`src/rtl/spi_sensor_phy.sv`:
```
// rtl/spi_sensor_phy.sv - SPI mode-0 single-word read engine for the temperature sensor
// Registered outputs only; one transfer per spi_start_i accepted in IDLE.
module spi_sensor_phy #(
  parameter int CLK_DIV   = 4,
  parameter int DATA_BITS = 8,
  parameter int CS_SETUP  = 2,
  parameter int CS_HOLD   = 2
) (
  input  logic                 clk,
  input  logic                 rst,
  input  logic                 spi_start_i,
  input  logic                 miso_i,
  output logic                 sclk_o,
  output logic                 cs_n_o,
  output logic [DATA_BITS-1:0] rx_data_o,
  output logic                 rx_ready_o,
  output logic                 busy_o
);

  localparam int CNT_MAX = (CLK_DIV > CS_SETUP) ?
                           ((CLK_DIV > CS_HOLD) ? CLK_DIV : CS_HOLD) :
                           ((CS_SETUP > CS_HOLD) ? CS_SETUP : CS_HOLD);
  localparam int CNT_W = $clog2(CNT_MAX + 1);
  localparam int TGL_W = $clog2(2 * DATA_BITS + 1);

  localparam logic [CNT_W-1:0] DIV_LAST   = CNT_W'(CLK_DIV - 1);
  localparam logic [CNT_W-1:0] SETUP_LAST = CNT_W'(CS_SETUP - 1);
  localparam logic [CNT_W-1:0] HOLD_LAST  = CNT_W'(CS_HOLD - 1);
  localparam logic [TGL_W-1:0] TGL_LAST   = TGL_W'(2 * DATA_BITS - 1);

  typedef enum logic [2:0] {
    IDLE  = 3'd0,
    SETUP = 3'd1,
    SHIFT = 3'd2,
    HOLD  = 3'd3,
    DONE  = 3'd4
  } state_e;

  state_e               state_q, state_d;
  logic [CNT_W-1:0]     cnt_q, cnt_d;
  logic [TGL_W-1:0]     tgl_q, tgl_d;
  logic [DATA_BITS-1:0] shreg_q, shreg_d;
  logic [DATA_BITS-1:0] rx_data_q, rx_data_d;
  logic                 sclk_q, sclk_d;
  logic                 cs_n_q, cs_n_d;
  logic                 rx_ready_q, rx_ready_d;
  logic                 busy_q, busy_d;

  always_ff @(posedge clk or posedge rst) begin
    if (rst) begin
      state_q    <= IDLE;
      cnt_q      <= '0;
      tgl_q      <= '0;
      shreg_q    <= '0;
      rx_data_q  <= '0;
      sclk_q     <= 1'b0;
      cs_n_q     <= 1'b1;
      rx_ready_q <= 1'b0;
      busy_q     <= 1'b0;
    end else begin
      state_q    <= state_d;
      cnt_q      <= cnt_d;
      tgl_q      <= tgl_d;
      shreg_q    <= shreg_d;
      rx_data_q  <= rx_data_d;
      sclk_q     <= sclk_d;
      cs_n_q     <= cs_n_d;
      rx_ready_q <= rx_ready_d;
      busy_q     <= busy_d;
    end
  end

  // cnt_q is shared: setup timer, SCLK half-period divider, then hold timer
  always_comb begin
    state_d = state_q;
    cnt_d   = cnt_q;
    tgl_d   = tgl_q;
    shreg_d = shreg_q;
    sclk_d  = sclk_q;
    unique case (state_q)
      IDLE: begin
        if (spi_start_i) begin
          state_d = SETUP;
          cnt_d   = '0;
        end
      end
      SETUP: begin
        if (cnt_q == SETUP_LAST) begin
          state_d = SHIFT;
          cnt_d   = '0;
          tgl_d   = '0;
        end else begin
          cnt_d = cnt_q + CNT_W'(1);
        end
      end
      SHIFT: begin
        if (cnt_q == DIV_LAST) begin
          cnt_d  = '0;
          sclk_d = ~sclk_q;
          tgl_d  = tgl_q + TGL_W'(1);
          if (!sclk_q) begin
            shreg_d = (shreg_q << 1) | DATA_BITS'(miso_i);
          end
          if (tgl_q == TGL_LAST) begin
            state_d = HOLD;
          end
        end else begin
          cnt_d = cnt_q + CNT_W'(1);
        end
      end
      HOLD: begin
        if (cnt_q == HOLD_LAST) begin
          state_d = DONE;
          cnt_d   = '0;
        end else begin
          cnt_d = cnt_q + CNT_W'(1);
        end
      end
      DONE: begin
        state_d = IDLE;
      end
      default: begin
        state_d = IDLE;
      end
    endcase
  end

  // Outputs are decoded from the next state so they register on the same edge
  always_comb begin
    busy_d     = (state_d != IDLE);
    cs_n_d     = !((state_d == SETUP) || (state_d == SHIFT) || (state_d == HOLD));
    rx_ready_d = (state_d == DONE);
    rx_data_d  = rx_data_q;
    if ((state_q == HOLD) && (state_d == DONE)) begin
      rx_data_d = shreg_q;
    end
  end

  assign sclk_o     = sclk_q;
  assign cs_n_o     = cs_n_q;
  assign rx_data_o  = rx_data_q;
  assign rx_ready_o = rx_ready_q;
  assign busy_o     = busy_q;

endmodule

```
`config.mk`:
```
export PLATFORM = sky130hd
export DESIGN_NAME = spi_sensor_phy
export DESIGN_NICKNAME = d
export VERILOG_FILES = /design/src/rtl/spi_sensor_phy.sv
export SDC_FILE = /design/constraint.sdc
export NUM_CORES = 1
export LEC_CHECK = 0
export CAP_MARGIN = 5
export CORE_ASPECT_RATIO = 0.9
export CORE_MARGIN = 1.5
export CORE_UTILIZATION = 52
export CTS_BUF_LIST = sky130_fd_sc_hd__clkbuf_4
export DETAILED_ROUTE_END_ITERATION = 12
export PLACE_DENSITY = 0.77
export SLEW_MARGIN = 40
export SYNTH_ARGS = -nofsm -noshare
export SYNTH_HDL_FRONTEND = slang
export SYNTH_SLANG_ARGS = --single-unit
```
`constraint.sdc`:
```
create_clock -name clk -period 1.6 [get_ports clk]
set_input_delay 0.32 -clock clk [delete_from_list [all_inputs] [get_ports clk]]
set_output_delay 0.32 -clock clk [all_outputs]
set_load 0.01 [all_outputs]
```
Word level (Yosys, flattened, before mapping). Index checks and enable logic that the tools add are counted.

Bits in registers: 31. Bits of input ports: 4. Output and inout bits: 12. Logic and storage cells: 52.

Add/subtract/negate cells: 2. Eq/ne operators: 13. Multiplexer cells: 13. Bitwise gates (word level): 2. Reductions and logical operators: 13.

Operator list (count): 2-to-1 mux 3 bit (8); == test 3 x 2 -> 1 bit (second input constant) (5); case mux 3 bit (4 select lines) (1); 2-to-1 mux 5 bit (2); case mux 5 bit (2 select lines) (1); == test 3 x 1 -> 1 bit (second input constant) (3); case mux 3 bit (3 select lines) (1); bitwise OR 8 x 1 -> 8 bit (1); inequality test 2 bit (second input constant) (3); AND reduction 3 bit (2); nonzero test 3 bit (2); adder 5 x 1 -> 5 bit (second input constant) (1); == test 5 x 4 -> 1 bit (second input constant) (1); AND reduction 2 bit (2); adder 3 x 1 -> 3 bit (second input constant) (1); == test 3 bit (second input constant) (1); logical NOT 3 bit (1); logical OR 1 bit (2); nonzero test 2 bit (1); OR reduction 2 bit (1); logical AND 1 bit (1); logical NOT 1 bit (1); NOT 1 bit (1).

Logic depth before layout (Yosys ltp). Gate-level depths: netlist of run 1.

Depth in word-level cells: 8. Mapped depth: 7. Depth with buffers taken out: 6.

Worst setup path after synthesis of run 1. OpenSTA, ideal clock, no wires.

Path kind: flip-flop to flip-flop. Start: register cnt_q[0]. End: register shreg_q[0]. Setup time: 0.125 ns. Arrival: 1.614 ns. Data required time: 1.475 ns. Slack: -0.139 ns. Stages on the path, launching flop included: 8. Path buffers: 2. Period minus slack after synthesis: 1.739 ns. Cell sequence: dfrtp_1 -> ha_1 -> ha_1 -> nor4bb_4 -> buf_6 -> and2b_1 -> buf_6 -> mux2_2.

Longest elaborated chain between the ends: 2.

Ends and longest elaborated chain: from (decl) (RTL line 40) `logic [CNT_W-1:0] cnt_q, cnt_d;`; from (signal assigned) (RTL line 62) `cnt_q <= cnt_d;`; == test 3 x 2 -> 1 bit (RTL line 97) `if (cnt_q == DIV_LAST) begin`; AND reduction 3 bit (no line); to (signal assigned) (RTL line 64) `shreg_q <= shreg_d;`; to (decl) (RTL line 42) `logic [DATA_BITS-1:0] shreg_q, shreg_d;`.

Every way passes these cells. A chain may end at the register's enable or synchronous reset.

Worst setup path in the final report of run 1.
Start: register cnt_q[1]. End: register shreg_q[0].

The elaborated chain is that of the path after synthesis.

==> results.toml, run 1 <==
[global_route]
grt_pass1_vias = 1054
overflow = 0
grt_pass1_wl_mm = 4.75
grt_usage_pct = 21.8
antenna_found_initial = 0
grt_max_degree = 19

[timing]
fin_tns_setup_ns = -1.32
skew_ns = 0.00613
finalCriticalPeriod_ns = 1.72
worst_slack_ns = -0.119
timing.final.crit_share_pct = 107
setup_viol = 16
hold-worst-slack_ns = 0.302
fmax_ghz = 0.582
grt_setup_unrepaired = "true"
hold_viol = 0
worst_pin_slew_ns = 0.496
maxSlewViolCount = 0
relSlewSlack_pct = 66.7

[cts]
cts_tree = "yes"
cts_sinks = 31
clk_pin_slew_ns = 0.10
clockBufferDepth = 2
worstSkewPairLatency_ns = 0.32
cts_max_level = 2
cts_buffers = 5
cts_root_buffer = "clkbuf_4"

[worst_setup_path]
r2r_cells = 6
cp_max_fo = 8
rr_startpoint = "cnt_q[1]"
timing.reg2reg.setup_slack_ns = -0.12
critPathLaunchType = "flop"
cpPeakStageDelay_ns = 0.40
cp-end-kind = "flop"
timing.rr.end = "shreg_q[0]"
cpMaxStageDelayCell = "dfrtp_1"
path_depth = 6
worstSetupPathType = "reg2reg"
cpLargestDelayFamily = "simple AND/OR/NAND/NOR gates"
required_ns = 1.82
crit_chain = "ha_2 -> ha_4 -> nor4bb_4 -> and2b_1 -> buf_12 -> mux2_4"
worst_ep_arrival_time_ns = 1.94
critPathBufInv = 1

[placed_design]
place.gp.congestion = 0.811
dpl.cell_count = 171
io_buffers = 15
dp_hpwl_mm = 2.02
place_ws_ns = -0.0970

[logic_synthesis]
seq_area_frac_synth_pct = 53.8
synth_area_um2 = 1450
syn_avg_cell_area_um2 = 12.4
syn_nets = 128
yosys_warnings = 0
synth_cells = 117
ys_seq_elements = 31
synthDistinctLibCells = 32

[job]
maxCapViolations = 0

[power_and_ir_drop]
swShare_pct = 33.9
share_seq_of_total_power_pct = 41.3
ir_drop_v = 0.00111
power.density_nw_per_um2 = 1340
combPwrFrac_pct = 40.7
leakage_uw = 0.000927
power.total_uw = 2510
power.share.clock_pct = 18.0
p_int_uw = 1660
p_sw_uw = 852

[cells_and_area]
instances_no_fill = 181
final_cell_mix = "29 x dfrtp_1, 16 x buf_4, 12 x clkdlybuf4s50_1, 11 x inv_1"
final_nets = 163
nFillCells = 183
layout-drive-gt1-share_pct = 34.0
syn2layout_area_growth_pct = 29.4
final_common_cell = "dfrtp_1"
num_antenna_cells = 0

[drt]
drtIter0Drc = 35
drt-total-wl_mm = 2.86
viasPerCell = 5.67
ant_nets = 0
dr_total_vias = 1026
drt_first_pass_iters = 6
routedWlPerCell_um = 15.8
drcViolationCount = 0

[floorplan]
io_pins = 16
die_y_um = 53.0
chipWidth_um = 58.6
die_area_um2 = 3100
initial_core_util_pct = 56.6
core_um2 = 2550
rows = 17

[run_status]
status = "finished, violations left"
violations = "setup timing"

[min_path]
min_path_type = "in2async"
==> worst max-delay path by stage <==
stage | start | endpoint | slack (ns)
after floorplan | cnt_q[0] | shreg_q[0] | -0.13
after global placement | cnt_q[0] | rx_data_o[7] | -0.08
after detailed placement | cnt_q[1] | rx_data_o[5] | -0.1
after CTS | cnt_q[0] | shreg_q[0] | -0.11
after global routing | cnt_q[1] | shreg_q[6] | -0.21
final | cnt_q[1] | shreg_q[0] | -0.12
==> final cells by class <==
cell class	count	area, um^2	area share [%]
Sequential cell	31	778	41.6
Multi-Input combinational cell	70	643	34.4
Timing Repair Buffer	33	314	16.8
Clock buffer	6	45.0	2.41
Inverter	11	41.3	2.21
Tap cell	28	35.0	1.87
Clock inverter	2	12.5	0.669
==> sequential cells by signal, summed over array words and instances, names as in the netlist <==
signal      count
busy_o          1
cnt_q           3
cs_n_o          1
rx_data_o       8
rx_ready_o      1
sclk_o          1
shreg_q         8
state_q         3
tgl_q           5
==> tightest hold or removal path, delay by kind of cell <==
kind / cells / cell delay, ns
buffers and inverters: 3 / 0.68
==> cell families after synthesis <==
logic type               synth area share (%)
flip-flops                               53.8
adder cells (fa/ha/maj)                  6.06
XOR/XNOR                                 1.21
AND/OR/NAND/NOR                          11.4
multiplexers                             15.2
AO/OA/AOI/OAI                            6.49
buffers and inverters                    5.80
==> metrics by stage <==
stage	util [%]	area, um^2
2_1_floorplan	-	1460
3_3_place_gp	68.5	1750
3_5_place_dp	68.5	1750
4_1_cts	71.1	1810
5_1_grt	73.2	1870
6_report	73.2	1870
==> synth_stat cells <==
master / number / area (um^2)
a31oi_1: 1 / 6.26
and2b_1: 1 / 7.51
nand2_1: 4 / 15.0
dfstp_2: 1 / 26.3
xnor2_1: 1 / 8.76
nand4bb_1: 1 / 11.3
nor4bb_4: 1 / 25.0
nor2_1: 6 / 22.5
nor3_1: 3 / 15.0
o22a_1: 1 / 8.76
nand3b_1: 1 / 7.51
o21ai_0: 8 / 40.0
dfrtp_1: 30 / 751
or3b_2: 1 / 8.76
nor4b_1: 1 / 8.76
ha_1: 7 / 87.6
buf_4: 2 / 15.0
nand2b_1: 3 / 18.8
buf_6: 2 / 22.5
mux2_2: 16 / 180
o221ai_1: 1 / 8.76
inv_1: 11 / 41.3
a222oi_1: 1 / 10.0
a21oi_1: 1 / 5.00
a22oi_1: 2 / 15.0
nand4_1: 1 / 6.26
or3_1: 1 / 6.26
buf_2: 1 / 5.00
xor2_1: 1 / 8.76
mux2i_1: 4 / 40.0
and3_1: 1 / 6.26
or2_2: 1 / 6.26
==> timing repair <==
action / CTS / global route
setup endpoints to repair: 22 / 26
hold buffers: 0 / 0
pin swaps: 1 / 2
setup buffers: 1 / 1
resized for setup: 2 / 14
==> power by group through the flow <==
stage          registers [uW]  logic, uW  clock network (uW)
4_1_cts                  1030        983                 467
6_report                 1040       1020                 453
3_5_place_dp             1050        941                   0
2_1_floorplan            1060        513                   0
5_1_grt                  1050       1120                 504
3_3_place_gp             1040        915                   0
==> per-layer routing <==
layer | routed length [um] | global-route usage (%)
met5 | 0 | 0
met4 | 53 | 12.1
met3 | 112 | 5.87
met2 | 1490 | 36.3
met1 | 1210 | 25.7
(Power assumes the default switching activity.)
==> run 2: changes to the inputs <==
- SLEW_MARGIN: 40 -> 15
==> results of run 2 <==
The final DEF is identical to that of run 1; final timing and power are the same.
==> run 3: changes to the inputs <==
- SKIP_CTS_REPAIR_TIMING: not set -> 1
==> run 3 against run 2 <==
  * The run still ends with setup timing left
  * Maximum frequency rose by 0.20%
  * Via count is 0.49% lower
  * Clock skew increased by 0.0021 ns
  * Die area is the same
  * Sequential cell count is the same
  * Wire length increased by 0.31%
  * Clock power hardly changed
  * Hold slack improved by 0.0038 ns
  * Critical path depth unchanged
  * Non-clock buffer count increased by 1
  * Sequential power about the same
  * Critical path type unchanged
  * Critical endpoint unchanged
  * Largest cell class unchanged
==> results.toml, run 3 (synthesized netlist as in run 1, its figures left out) <==
[run_status]
status = "finished, violations left"
violations = "setup timing"

[worst_setup_path]
crit_chain = "ha_2 -> ha_4 -> nor4bb_4 -> and2b_1 -> buf_12 -> mux2_4"
required_ns = 1.81
cp_max_fo = 8
critPathBufInv = 1
cpMaxStageDelayCell = "dfrtp_1"
cpLargestDelayFamily = "simple AND/OR/NAND/NOR gates"
critPathLaunchType = "flop"
timing.reg2reg.setup_slack_ns = -0.12
worst_ep_arrival_time_ns = 1.93
worstSetupPathType = "reg2reg"
cp-end-kind = "flop"
cpPeakStageDelay_ns = 0.39

[cells_and_area]
layout-drive-gt1-share_pct = 34.4
final_nets = 164
postLayoutCoreUtil_pct = 73.8
syn2layout_area_growth_pct = 30.3
final_cell_mix = "29 x dfrtp_1, 17 x buf_4, 11 x inv_1, 11 x clkdlybuf4s50_1"
final_common_cell = "dfrtp_1"
num_antenna_cells = 0
instances_no_fill = 182

[min_path]
min_path_type = "in2async"

[timing]
hold_viol = 0
fin_tns_setup_ns = -1.22
skew_ns = 0.00819
worst_pin_slew_ns = 0.517
setup_viol = 16
relSlewSlack_pct = 65.3
grt_setup_unrepaired = "true"
hold-worst-slack_ns = 0.306
finalCriticalPeriod_ns = 1.72
worst_slack_ns = -0.116
timing.final.crit_share_pct = 107
maxSlewViolCount = 0
fmax_ghz = 0.583

[drt]
drcViolationCount = 0
ant_nets = 0
drt-total-wl_mm = 2.87
viasPerCell = 5.61
drt_first_pass_iters = 4
drtIter0Drc = 33
routedWlPerCell_um = 15.8
dr_total_vias = 1021

[cts]
cts_sinks = 31
cts_tree = "yes"
cts_buffers = 5
clockBufferDepth = 2
worstSkewPairLatency_ns = 0.32
cts_root_buffer = "clkbuf_4"
clk_pin_slew_ns = 0.10
cts_max_level = 2

[global_route]
grt_usage_pct = 21.7
met1_usage_pct = 25.7
grt_pass1_wl_mm = 4.73
grtUsageMet2_pct = 36.0
grt_pass1_vias = 1042
overflow = 0
grt_use_met3_pct = 5.87
antenna_found_initial = 0
grt_max_degree = 19
grt.busiest_layer = "met2"

[power_and_ir_drop]
power.total_uw = 2530
power.density_nw_per_um2 = 1340
leakage_uw = 0.000957
ir_drop_v = 0.00111

[floorplan]
rows = 17
initial_core_util_pct = 56.6
die_area_um2 = 3100
core_um2 = 2550
io_pins = 16
chipWidth_um = 58.6
die_y_um = 53.0

[job]
maxCapViolations = 0

[placed_design]
io_buffers = 15
place.gp.congestion = 0.811
dpl.cell_count = 171
dp_hpwl_mm = 2.02
run 3: tightest hold or removal path, delay by kind of cell:
family	cells	cell delay, ns
buffers and inverters	3	0.68
run 3: per-stage QoR:
step	cell area (um^2)	setup WS, ns
after global placement	1750	-0.0819
after CTS	1810	-0.131
after global routing	1880	-0.203
final	1880	-0.116
after detailed placement	1750	-0.0970
after floorplan	1460	-0.134
run 3: report_power, final:
group	internal, uW	switching, uW	total, uW
registers	933	108	1040
logic	556	480	1040
clock network	186	263	450
total	1680	851	2530
run 3: cell type report:
class | instances | area, um^2
fillers | 181 | 669
flip-flops and latches | 31 | 778
well taps | 28 | 35.0
clock buffers | 6 | 45.0
inverters | 11 | 41.3
repair buffers | 34 | 328
clock inverters | 2 | 12.5
multi-input cells | 70 | 643
run 3: worst paths after layout:
| path | from | end | cells past startpoint |
|---|---|---|---|
| setup / recovery | cnt_q[1] | shreg_q[0] | 6 |
| hold / removal | rst | busy_o | 3 |
| setup reg to reg | cnt_q[1] | shreg_q[0] | 6 |
| hold reg to reg | rx_data_o[4] | rx_data_o[4] | 1 |
| max in group asynchronous | rst | cs_n_o | 3 |
| min in group clk | rx_data_o[4] | rx_data_o[4] | 1 |
run 3: metal layers:
| metal | vias up | wire length [um] |
|---|---|---|
| met1 | 509 | 1220 |
| met3 | 8 | 120 |
| met4 | 0 | 51 |
| met2 | 31 | 1480 |
| met5 | - | 0 |
| li1 | 473 | - |
